--- config.mk ---
export PLATFORM = sky130hd
export DESIGN_NAME = inst_fetch_unit
export DESIGN_NICKNAME = d
export VERILOG_FILES = /design/src/rtl/riscv_pkg.sv /design/src/rtl/fetch_fifo.sv /design/src/rtl/inst_fetch_unit.sv
export SDC_FILE = /design/constraint.sdc
export NUM_CORES = 1
export LEC_CHECK = 0
export ABC_AREA = 1
export BUFFER_PORTS_ARGS = -buffer_cell sky130_fd_sc_hd__clkbuf_2
export CORE_MARGIN = 5
export CORE_UTILIZATION = 40
export DETAILED_ROUTE_END_ITERATION = 10
export RECOVER_POWER = 25
export SLEW_MARGIN = 20
export SYNTH_ARGS = -nofsm -noshare
export SYNTH_HDL_FRONTEND = slang
export SYNTH_SLANG_ARGS = --single-unit
--- constraint.sdc ---
create_clock -name clk -period 2.8 [get_ports clk]
set_input_delay 0.56 -clock clk [delete_from_list [all_inputs] [get_ports clk]]
set_output_delay 0.56 -clock clk [all_outputs]
set_load 0.02 [all_outputs]
--- src/rtl/riscv_pkg.sv ---
`default_nettype none
// +--------------------------------------------------------------------------+
// | riscv_pkg : constants and types shared by the fetch stage                |
// | Rev 1.0                                                                  |
// +--------------------------------------------------------------------------+
package riscv_pkg;

  localparam int          XLEN          = 32;
  localparam logic [31:0] NOP_INST      = 32'h0000_0013;
  localparam logic [6:0]  OPCODE_BRANCH = 7'b110_0011;
  localparam logic [6:0]  OPCODE_JAL    = 7'b110_1111;
  localparam logic [6:0]  OPCODE_JALR   = 7'b110_0111;

  typedef enum logic [0:0] {
    FETCH_RUN   = 1'b0,
    FETCH_DRAIN = 1'b1
  } fetch_state_e;

endpackage
`default_nettype wire

--- src/rtl/fetch_fifo.sv ---
`default_nettype none
// +--------------------------------------------------------------------------+
// | fetch_fifo : DEPTH-entry synchronous FIFO of {pc, inst}; flush beats push |
// | Rev 1.0                                                                  |
// +--------------------------------------------------------------------------+
module fetch_fifo #(
  parameter  int XLEN  = 32,
  parameter  int DEPTH = 2,
  localparam int CNT_W = $clog2(DEPTH + 1),
  localparam int PTR_W = (DEPTH > 1) ? $clog2(DEPTH) : 1
) (
  input  logic             clk,
  input  logic             rst,
  input  logic             push,
  input  logic [XLEN-1:0]  push_pc,
  input  logic [31:0]      push_inst,
  input  logic             pop,
  input  logic             flush,
  output logic [XLEN-1:0]  head_pc,
  output logic [31:0]      head_inst,
  output logic [CNT_W-1:0] count,
  output logic             empty
);

  logic [XLEN-1:0]  pc_q   [DEPTH];
  logic [XLEN-1:0]  pc_d   [DEPTH];
  logic [31:0]      inst_q [DEPTH];
  logic [31:0]      inst_d [DEPTH];
  logic [PTR_W-1:0] wr_q, wr_d, rd_q, rd_d;
  logic [CNT_W-1:0] cnt_q, cnt_d;
  logic             full, do_push, do_pop;

  function automatic logic [PTR_W-1:0] ptr_inc(input logic [PTR_W-1:0] p);
    return (p == PTR_W'(DEPTH - 1)) ? '0 : p + PTR_W'(1);
  endfunction

  assign empty     = (cnt_q == '0);
  assign full      = (cnt_q == CNT_W'(DEPTH));
  assign count     = cnt_q;
  assign head_pc   = pc_q[rd_q];
  assign head_inst = inst_q[rd_q];

  always_comb begin
    do_push = push && !flush && (!full || pop);
    do_pop  = pop && !empty && !flush;
    pc_d    = pc_q;
    inst_d  = inst_q;
    wr_d    = wr_q;
    rd_d    = rd_q;
    cnt_d   = cnt_q;
    if (flush) begin
      wr_d  = '0;
      rd_d  = '0;
      cnt_d = '0;
    end else begin
      if (do_push) begin
        pc_d[wr_q]   = push_pc;
        inst_d[wr_q] = push_inst;
        wr_d         = ptr_inc(wr_q);
      end
      if (do_pop) rd_d = ptr_inc(rd_q);
      if (do_push && !do_pop)      cnt_d = cnt_q + CNT_W'(1);
      else if (!do_push && do_pop) cnt_d = cnt_q - CNT_W'(1);
    end
  end

  always_ff @(posedge clk) begin
    if (rst) begin
      wr_q  <= '0;
      rd_q  <= '0;
      cnt_q <= '0;
      for (int i = 0; i < DEPTH; i++) begin
        pc_q[i]   <= '0;
        inst_q[i] <= '0;
      end
    end else begin
      wr_q   <= wr_d;
      rd_q   <= rd_d;
      cnt_q  <= cnt_d;
      pc_q   <= pc_d;
      inst_q <= inst_d;
    end
  end

  // The fetch credit scheme must never present a word the FIFO cannot hold.
  a_no_overflow: assert property (@(posedge clk) disable iff (rst)
    !(push && full && !pop && !flush));

endmodule
`default_nettype wire

--- src/rtl/inst_fetch_unit.sv ---
`default_nettype none
// +--------------------------------------------------------------------------+
// | inst_fetch_unit : PC, credit-limited imem requests, redirect and drop    |
// | Rev 1.0                                                                  |
// +--------------------------------------------------------------------------+
module inst_fetch_unit #(
  parameter int              XLEN     = 32,
  parameter logic [XLEN-1:0] RESET_PC = '0,
  parameter int              DEPTH    = 2
) (
  input  logic            clk,
  input  logic            rst,
  input  logic            PCSel,
  input  logic [XLEN-1:0] alu_target,
  output logic            imem_req_valid,
  output logic [XLEN-1:0] imem_req_addr,
  input  logic            imem_req_ready,
  input  logic            imem_rsp_valid,
  input  logic [31:0]     imem_rsp_data,
  output logic [31:0]     Inst,
  output logic [XLEN-1:0] PC,
  output logic            inst_valid,
  input  logic            inst_ready
);
  import riscv_pkg::*;

  localparam int               CNT_W      = $clog2(DEPTH + 1);
  localparam logic [CNT_W:0]   CREDIT_MAX = (CNT_W + 1)'(DEPTH);

  logic [XLEN-1:0]  fetch_pc_q, fetch_pc_d, rsp_pc_q, rsp_pc_d, pc_hold_q, pc_hold_d;
  logic [XLEN-1:0]  target, head_pc;
  logic [31:0]      head_inst;
  logic [CNT_W-1:0] outstanding_q, outstanding_d, drop_cnt_q, drop_cnt_d, fifo_count;
  logic [CNT_W:0]   in_use;
  fetch_state_e     state_q, state_d;
  logic             redirect, accept, rsp_take, rsp_drop, push, fifo_empty;

  assign target         = alu_target & ~XLEN'(3);
  assign in_use         = {1'b0, outstanding_q} + {1'b0, fifo_count};
  assign redirect       = inst_valid && inst_ready && PCSel;
  assign imem_req_valid = !rst && !redirect && (in_use < CREDIT_MAX);
  assign imem_req_addr  = fetch_pc_q;
  assign accept         = imem_req_valid && imem_req_ready;
  // Responses with nothing outstanding belong to requests abandoned by reset.
  assign rsp_take       = imem_rsp_valid && (outstanding_q != '0);
  assign rsp_drop       = (state_q == FETCH_DRAIN);
  assign push           = rsp_take && !rsp_drop;

  assign inst_valid = !fifo_empty;
  assign Inst       = fifo_empty ? NOP_INST : head_inst;
  assign PC         = fifo_empty ? pc_hold_q : head_pc;

  fetch_fifo #(
    .XLEN  (XLEN),
    .DEPTH (DEPTH)
  ) u_fifo (
    .clk       (clk),
    .rst       (rst),
    .push      (push),
    .push_pc   (rsp_pc_q),
    .push_inst (imem_rsp_data),
    .pop       (inst_ready),
    .flush     (redirect),
    .head_pc   (head_pc),
    .head_inst (head_inst),
    .count     (fifo_count),
    .empty     (fifo_empty)
  );

  always_comb begin
    fetch_pc_d    = fetch_pc_q;
    rsp_pc_d      = rsp_pc_q;
    outstanding_d = outstanding_q;
    drop_cnt_d    = drop_cnt_q;
    pc_hold_d     = fifo_empty ? pc_hold_q : head_pc;
    if (accept) fetch_pc_d = fetch_pc_q + XLEN'(4);
    case ({accept, rsp_take})
      2'b10:   outstanding_d = outstanding_q + CNT_W'(1);
      2'b01:   outstanding_d = outstanding_q - CNT_W'(1);
      default: outstanding_d = outstanding_q;
    endcase
    if (rsp_take && rsp_drop) drop_cnt_d = drop_cnt_q - CNT_W'(1);
    if (push) rsp_pc_d = rsp_pc_q + XLEN'(4);
    // Everything still in flight after a redirect belongs to the old path.
    if (redirect) begin
      fetch_pc_d = target;
      rsp_pc_d   = target;
      drop_cnt_d = outstanding_d;
    end
    state_d = (drop_cnt_d != '0) ? FETCH_DRAIN : FETCH_RUN;
  end

  always_ff @(posedge clk) begin
    if (rst) begin
      fetch_pc_q    <= RESET_PC;
      rsp_pc_q      <= RESET_PC;
      pc_hold_q     <= RESET_PC;
      outstanding_q <= '0;
      drop_cnt_q    <= '0;
      state_q       <= FETCH_RUN;
    end else begin
      fetch_pc_q    <= fetch_pc_d;
      rsp_pc_q      <= rsp_pc_d;
      pc_hold_q     <= pc_hold_d;
      outstanding_q <= outstanding_d;
      drop_cnt_q    <= drop_cnt_d;
      state_q       <= state_d;
    end
  end

endmodule
`default_nettype wire

# Yosys cells after proc, flatten, opt, wreduce, memory -nomap -nowiden
# Cells that the tools add are included.
op_classes:
  n_eq_ne: 3
  add_sub_neg: 10
  mux: 24
  n_reduce_logical: 30
  n_lt_le_gt_ge: 4
  n_bitwise: 3
ops:
  columns: ["op", "count"]
  rows:
  - ["$mux 32", 13]
  - ["$bwmux 64", 2]
  - ["$add 32x3->32 const B", 2]
  - ["$demux 32 s1", 1]
  - ["$logic_and 1x1->1", 14]
  - ["$reduce_bool 2->1", 5]
  - ["$mux 2", 4]
  - ["$logic_not 1->1", 7]
  - ["$sub 2x1->2 const B", 3]
  - ["$add 2x1->2 const B", 2]
  - ["$eq 2x2->1 const B", 2]
  - ["$ge 2x2->1 const B", 2]
  - ["$not 1->2", 2]
  - ["$pmux 2 s2", 1]
  - ["$add 2x2->3", 1]
  - ["$lt 3x2->1 const B", 1]
  - ["$mux 1", 3]
  - ["$add 1x1->1 const B", 2]
  - ["$eq 2x1->1 const B", 1]
  - ["$logic_not 2->1", 1]
  - ["$lt 2x1->1 const B", 1]
  - ["$reduce_and 2->1", 1]
  - ["$reduce_or 2->1", 1]
  - ["$logic_or 1x1->1", 1]
  - ["$not 1->1", 1]
word_totals:
  input_bits: 70
  ff_bits: 233
  elab_cells: 89

# Depth between registers and ports, before layout
# Gate-level depths: netlist of run 1.
logic_depth:
  ltp_word: 13
  mapped_depth: 14
  mapped_depth_nobuf: 14

# Hierarchy
# From an unflattened synthesis of run 1, not the netlist that was laid out.
unflattened:
  hier_cells: 2221
  area_unflattened_um2: 13326.5
by_module_without_submodules:
  columns: ["mod", "cells_each", "instances", "area_per_inst_um2"]
  rows:
  - ["fetch_fifo", 1208, 1, 7254.5]
  - ["inst_fetch_unit", 1013, 1, 6072.1]

# Least setup slack after synthesis of run 1
# No wires, ideal clock.
synth_timing:
  path_kind: "reg-to-reg"
  startpoint: "register u_fifo.cnt_q[0] (netlist: u_fifo.count[0])"
  endpoint: "register state_q (netlist: rsp_drop)"
  period_less_slack_ps: 2231
  setup_time_ps: 59
  setup_slack_ps: 569
  path_buffers: 0
  path_stages_with_launch: 14
  t_arrival_ps: 2172
  cell_sequence: "dfxtp_1 -> nand2_1 -> inv_1 -> fa_1 -> nor2_1 -> nand4_1 -> ha_1 -> inv_1 -> nand3_1 -> xor2_1 -> inv_1 -> o21ai_0 -> nand2_1 -> nand2_1"
synth_via:
  elab_chain_cells: 13
  word_cells_on_any_way: 16
synth_rtl:
  columns: ["item", "line_no", "source"]
  rows:
  - ["from (decl)", "fetch_fifo.sv:30", "logic [CNT_W-1:0] cnt_q, cnt_d;"]
  - ["from (signal assigned)", "fetch_fifo.sv:79", "cnt_q <= cnt_d;"]
  - ["parallel branches: the longest is 10 deep, another holds $add 2x2->3", null, null]
  - ["$mux 2 (*)", "inst_fetch_unit.sv:85", "if (redirect) begin"]
  - ["$reduce_bool 2->1 (*)", "inst_fetch_unit.sv:90", "state_d = (drop_cnt_d != '0) ? FETCH_DRAIN : FETCH_RUN;"]
  - ["$mux 1 (*)", "inst_fetch_unit.sv:90", null]
  - ["to (signal assigned)", "inst_fetch_unit.sv:107", "state_q <= state_d;"]
  - ["to (decl)", "inst_fetch_unit.sv:35", "fetch_state_e state_q, state_d;"]
# Mark *: on every way between the ends.
# A chain may end at the register's enable or synchronous reset.

# Worst setup path in the final report of run 1
layout_timing:
  startpoint: "register u_fifo.cnt_q[1] (netlist: u_fifo.count[1])"
  endpoint: "output Inst[13]"
layout_via:
  elab_chain_cells: 2
layout_rtl:
  columns: ["item", "line_no", "source"]
  rows:
  - ["$logic_not 2->1", "fetch_fifo.sv:37", "assign empty = (cnt_q == '0);"]
  - ["$mux 32", "inst_fetch_unit.sv:50", "assign Inst = fifo_empty ? NOP_INST : head_inst;"]
  - ["to (decl)", "inst_fetch_unit.sv:20", "output logic [31:0] Inst,"]
# Every way passes these cells.

==> reports/results.tsv, run 1 <==
metric	value	unit
status	finished clean	
yosysSeqAreaShare	40.53	%
yosys_most_used_dff	dfxtp_1	
syn_area	11110	um^2
tightest_slew	0.9543	ns
drt_iter0_drc	617	
finalSetupTns	0	ns
antenna_found_initial	0	
fin_ws	0.2011	ns
synth.area.top_cells	dfxtp_1, nand2_1, a21oi_1	
via_per_inst	5.013	
final_antenna_net_count	0	
cts-root-buf	clkbuf_16	
grt_pass1_vias	10600	
dp_hpwl	21610	um
via_count	11140	
grt_overflow	0	
synth.ff_latch_count	225	
end_kind	output port	
drv_cap	0	
yosysWarnings	0	
p_per_area	881.6	nW/um^2
intPower	6.870	mW
layout.nets	1902	
wl_per_cell	14.67	um
routed_wl	32620	um
required	2.24	ns
relSlewSlack	36.38	%
grt_busiest_layer	met2	
reg2reg_to	imem_req_addr[14]$_SDFFE_PP0P_	
synth_cell_types	34	
combPwrFrac	33.1	%
grtUsageMet1	25.65	%
grt_pass1_wl	53160	um
r2r_setup_slack	0.28	ns
hold_viol_final	0	
fin_crit_sh	92.82	%
critPathKind	flip-flop to output port	
min_path_type	primary input to flip-flop	
tritoncts	yes	
fillers	2940	
slew_viol_final	0	
rows	61	
yosys.area.top_type	dfxtp_1	
pwr-share-clk	29.6	%
fp.dieW	176.7	um
leakagePower	5.450	nW
areaGrowthSynthToFinish	17.01	%
cts.sinks	225	
critPathArrivalTime	2.04	ns
gp_congestion	0.8624	
track_usage	20.26	%
setup_violations	0	
clock_path_buffers	3	
firstDrtPassIters	5	
drc_errors	0	
syn_area_per_cell	6.477	um^2
place_ws	0.2975	ns
die-area	31220	um^2
die_h	176.7	um
grt_util_met3	3.610	%
p_sw_share	40.08	%
clk_latency	0.54	ns
start_util	40.23	%
gr-usage-met2	36.13	%
crit_end	Inst[13]	
switching_power	4.595	mW
critPathMaxFanout	16	
clock.fmax	384.8	MHz
cts.clk_slew.worst_paths	0.06	ns
critPathLaunchType	flip-flop	
cp-startpoint	u_fifo.count[1]$_SDFFE_PP0P_	
rr_worst_depth	11	
ys_async_sr_fraction	0	%
numCtsBuffers	26	
r2r-start	u_fifo.count[1]$_SDFFE_PP0P_	
pin_count	168	
ir_drop	0.0006407	V
rsz0062_at_grt	false	
skew	0.02246	ns
grt_max_degree	79	
htree_levels	1	
drive_gt1_share	11.49	%
period_minus_slack	2.599	ns
portBuffers	163	
syn_inst	1716	
core	27630	um^2
synth_top_area_share	40.53	%
diodes	0	
seq_power_share	37.3	%
synth-edff-count	0	
==> synthesized netlist by cell type (2+ instances only) <==
cell and n:
o211ai_1 3, nor3_1 3, or2_2 6, nand2_2 2, o21ai_1 18, buf_2 27, clkbuf_1 63, o21ai_0 156
a21oi_1 200, a31oi_1 5, inv_2 3, nand3b_1 3, nand2_1 391, and2_1 34, inv_1 178, o22ai_1 2
dfxtp_1 225, nand3_1 143, nand4_1 4, buf_4 6, nor2_1 213, nor2_2 3, buf_1 5, xor2_1 10
ha_1 4
==> registers in the layout, indices dropped and copies added (netlist names) <==
| signal | count |
|---|---|
| u_fifo.pc_q | 60 |
| drop_cnt_q | 2 |
| u_fifo.wr_q | 1 |
| pc_hold_q | 32 |
| outstanding_q | 2 |
| rsp_drop | 1 |
| u_fifo.rd_q | 1 |
| u_fifo.inst_q | 64 |
| imem_req_addr | 30 |
| u_fifo.count | 2 |
| rsp_pc_q | 30 |
==> layer usage <==
layer  vias to the layer above  part of all wire [%]
met4                         0                   1.7
met3                        43                   5.2
met5                         -                     0
met2                       237                    49
met1                      5147                    44
li1                       5716                     -
==> worst max-delay path, cell delays in order, from the launching register on <==
cell and delay (ns):
dfxtp_1 0.44, inv_1 0.14, nand2_4 0.17, buf_4 0.23
o21ai_0 0.11, a21oi_1 0.19, clkbuf_2 0.21
==> timing repair <==
| item | in CTS | in global routing |
|---|---|---|
| setup buffers | 0 | 1 |
| gates resized for setup | 0 | 2 |
| setup endpoints to repair | 0 | 4 |
| hold buffers | 0 | 0 |
| endpoints found under the hold margin | 0 | 0 |
==> metrics by stage <==
| step | util, % | instance area [um^2] | std cells | power (mW) | hold slack, ns |
|---|---|---|---|---|---|
| detailed placement | 44.02 | 12160 | 2176 | 8.150 | 0.4342 |
| CTS | 47.14 | 13020 | 2222 | 11.57 | 0.2453 |
| global placement | 44.02 | 12160 | 2176 | 8.095 | 0.4298 |
| finish | 47.07 | 13010 | 2223 | 11.47 | 0.2679 |
| global route | 47.07 | 13010 | 2223 | 12.26 | 0.2673 |
| floorplan | - | 11120 | 1717 | 6.926 | 0.4212 |
==> cell type report <==
cell class                 instances  area, um^2  share of cell area [%]
inverter                         182       684.4                   5.263
timing repair buffer             183       974.7                   7.495
tap                              378       473.0                   3.637
sequential                       225        4508                   34.66
clock inverter                     6       68.82                  0.5292
multi-input combinational       1209        5503                   42.31
clock buffer                      40       793.3                   6.100
==> cell usage in the layout (no fill, tap or decap), types with 26 or more instances in the layout <==
cell,instances
nand2_1,391
clkbuf_2,134
nand3_1,143
clkbuf_1,35
a21oi_1,200
o21ai_0,156
inv_1,178
nor2_1,214
clkbuf_16,26
dfxtp_1,224
==> how the worst min path moves through the flow <==
stage / startpoint / end / depth (start not counted)
after floorplan: pc_hold_q[0]$_SDFF_PP0_ / pc_hold_q[0]$_SDFF_PP0_ / 2
after global placement: pc_hold_q[0]$_SDFF_PP0_ / pc_hold_q[0]$_SDFF_PP0_ / 2
after detailed placement: pc_hold_q[0]$_SDFF_PP0_ / pc_hold_q[0]$_SDFF_PP0_ / 2
after CTS: imem_rsp_data[12] / u_fifo.inst_q[12]$_SDFFE_PP0P_ / 3
after global routing: imem_rsp_data[18] / u_fifo.inst_q[18]$_SDFFE_PP0P_ / 3
final: imem_rsp_data[15] / u_fifo.inst_q[15]$_SDFFE_PP0P_ / 3
==> logic make-up after synthesis <==
family / Yosys count / share of synthesized area, %
compound gates: 388 / 17.83
xor+xnor: 10 / 0.7880
fa+ha+maj: 5 / 0.6304
buf+inv: 283 / 10.06
flops: 225 / 40.53
other cells: 1 / 0.03374
simple gates: 804 / 30.12
==> power by group through the flow <==
stage / Sequential [mW] / Combinational (mW) / Clock (mW)
global placement: 4.36 / 3.74 / 0
detailed placement: 4.37 / 3.79 / 0
global route: 4.36 / 4.30 / 3.60
CTS: 4.30 / 3.80 / 3.46
floorplan: 4.30 / 2.63 / 0
finish: 4.28 / 3.80 / 3.39
Note: power is estimated with default switching activity, not from simulation.
==> run 2, diff against run 1 <==
CORE_UTILIZATION = 38   (was 40)
==> reports/results.tsv, run 2 (synthesized netlist as in run 1, its figures left out) <==
metric	value	unit	change
relSlewSlack	-29.06	%	-65 points
drc_errors	0		unchanged
utilization	45.70	%	-1.4 points
fillers	3026		+2.9%
grt_pass1_wl	54970	um	+3.4%
cts-root-buf	clkbuf_16		
critPathKind	flip-flop to output port		
power	12.06	mW	+5.2%
leakagePower	5.518	nW	+1.2%
ctsHoldBuffers	0		unchanged
violations	capacitance limit, slew limit		
htree_levels	1		unchanged
rows	62		+1.6%
multi_input_area	5493	um^2	-0.18%
cts.sinks	225		unchanged
holdPathStages	3		unchanged
end_kind	output port		
final_antenna_net_count	0		unchanged
routed_wl	33680	um	+3.3%
cts.clk_slew.worst_paths	0.06	ns	about the same
reg_top3	u_fifo.inst_q (64), u_fifo.pc_q (60), pc_hold_q (32)		
numCtsBuffers	27		+3.8%
grt_max_degree	79		unchanged
drv_cap	1		+1
drive_gt1_share	11.52	%	+0.029 points
via_per_inst	5.044		+0.63%
largest_reg_flops	64		unchanged
p_per_area	916.6	nW/um^2	+4.0%
hold_viol_final	0		unchanged
min_path_type	primary input to flip-flop		
rsz0062_at_grt	false		
core	28780	um^2	+4.2%
grt_pass1_vias	10770		+1.6%
firstDrtPassIters	5		unchanged
grt_overflow	0		unchanged
combPwrFrac	31.8	%	-1.3 points
start_util	38.62	%	-1.6 points
fin_crit_sh	93.92	%	+1.1 points
wl_per_cell	15.08	um	+2.8%
critPathLaunchType	flip-flop		
period_minus_slack	2.630	ns	+0.03077 ns
critPathMaxFanout	26		+10
areaGrowthSynthToFinish	18.35	%	
clk_latency	0.54	ns	about the same
track_usage	19.65	%	-0.62 points
layout_common_cells	nand2_1, dfxtp_1, nor2_1, a21oi_1, inv_1		
rr_worst_depth	13		+2
drt_iter0_drc	620		+0.49%
layout.nets	1905		+0.16%
die-area	32770	um^2	+5.0%
clock.fmax	380.3	MHz	-1.2%
seq_area	4508	um^2	unchanged
critPathArrivalTime	2.07	ns	+0.03 ns
die_h	181.0	um	+2.5%
switching_power	4.685	mW	+2.0%
p_sw_share	38.86	%	-1.2 points
tritoncts	yes		
seq_power_share	35.5	%	-1.8 points
finalSetupTns	0	ns	unchanged
pin_count	168		unchanged
layout_commonest_cell	nand2_1		
gp_congestion	0.8620		about the same
largest-register	u_fifo.inst_q		
status	complete, but fails checks		
fp.dieW	181.0	um	+2.5%
tightest_slew	1.936	ns	+0.9816 ns
diodes	0		unchanged
antenna_found_initial	0		unchanged
pwr-share-clk	32.7	%	+3.1 points
via_count	11260		+1.1%
dp_hpwl	21840	um	+1.1%
slew_viol_final	79		+79
skew	0.02491	ns	+0.002449 ns
ir_drop	0.0006047	V	-5.6%
setup_violations	0		unchanged
portBuffers	163		unchanged
intPower	7.372	mW	+7.3%
required	2.24	ns	about the same
clock_path_buffers	3		unchanged
[run 2: per-layer routing]
metal  share of wire [%]  GRT usage, %  vias to the layer above
met2                  49         35.36                      249
met5                   0             0                        -
met1                  44         24.87                     5238
met4                 1.7         3.693                        0
li1                    -             -                     5739
met3                 5.5         3.479                       38
[run 2: final cells by class]
cell class / instances / share of cell area [%]
flip-flops and latches: 225 / 34.27
clock buffers: 35 / 5.669
inverters: 182 / 5.203
well taps: 384 / 3.653
multi-input cells: 1209 / 41.76
clock inverters: 13 / 1.931
repair buffers: 185 / 7.514
[run 2: worst paths after layout]
path / slack (ns) / to / startpoint
setup / recovery: 0.17 / Inst[2] / u_fifo.count[1]$_SDFFE_PP0P_
setup reg to reg: 0.33 / rsp_drop$_SDFF_PP0_ / u_fifo.count[0]$_SDFFE_PP0P_
hold reg to reg: 0.45 / pc_hold_q[0]$_SDFF_PP0_ / pc_hold_q[0]$_SDFF_PP0_
hold / removal: 0.26 / u_fifo.inst_q[8]$_SDFFE_PP0P_ / imem_rsp_data[8]
[run 2: critical path, cell delays in order, from the launching register on]
cell,delay [ns]
dfxtp_1,0.45
inv_1,0.14
nand2_4,0.27
buf_4,0.20
o21ai_0,0.07
a21oi_1,0.19
clkbuf_2,0.21
[run 2: power by group through the flow]
stage	Clock, mW	Sequential, mW	Combinational [mW]
after floorplan	0	4.30	2.63
after global placement	0	4.36	3.79
after detailed placement	0	4.37	3.84
after CTS	4.02	4.31	3.86
after global routing	4.16	4.36	4.35
final	3.94	4.28	3.84
[run 2: repair_timing]
action,CTS,global route
setup buffers,0,1
setup endpoints to repair,0,22
resized for setup,0,1
[run 2: through the flow]
stage / instance area [um^2] / setup slack [ns] / instances / hold slack (ns)
2_1_floorplan: 11120 / 0.5690 / 1717 / 0.4212
3_3_place_gp: 12190 / 0.4040 / 2184 / 0.4295
3_5_place_dp: 12190 / 0.3645 / 2184 / 0.4392
4_1_cts: 13190 / 0.003104 / 2232 / 0.2465
5_1_grt: 13150 / 0.03480 / 2233 / 0.2638
6_report: 13150 / 0.1704 / 2233 / 0.2626
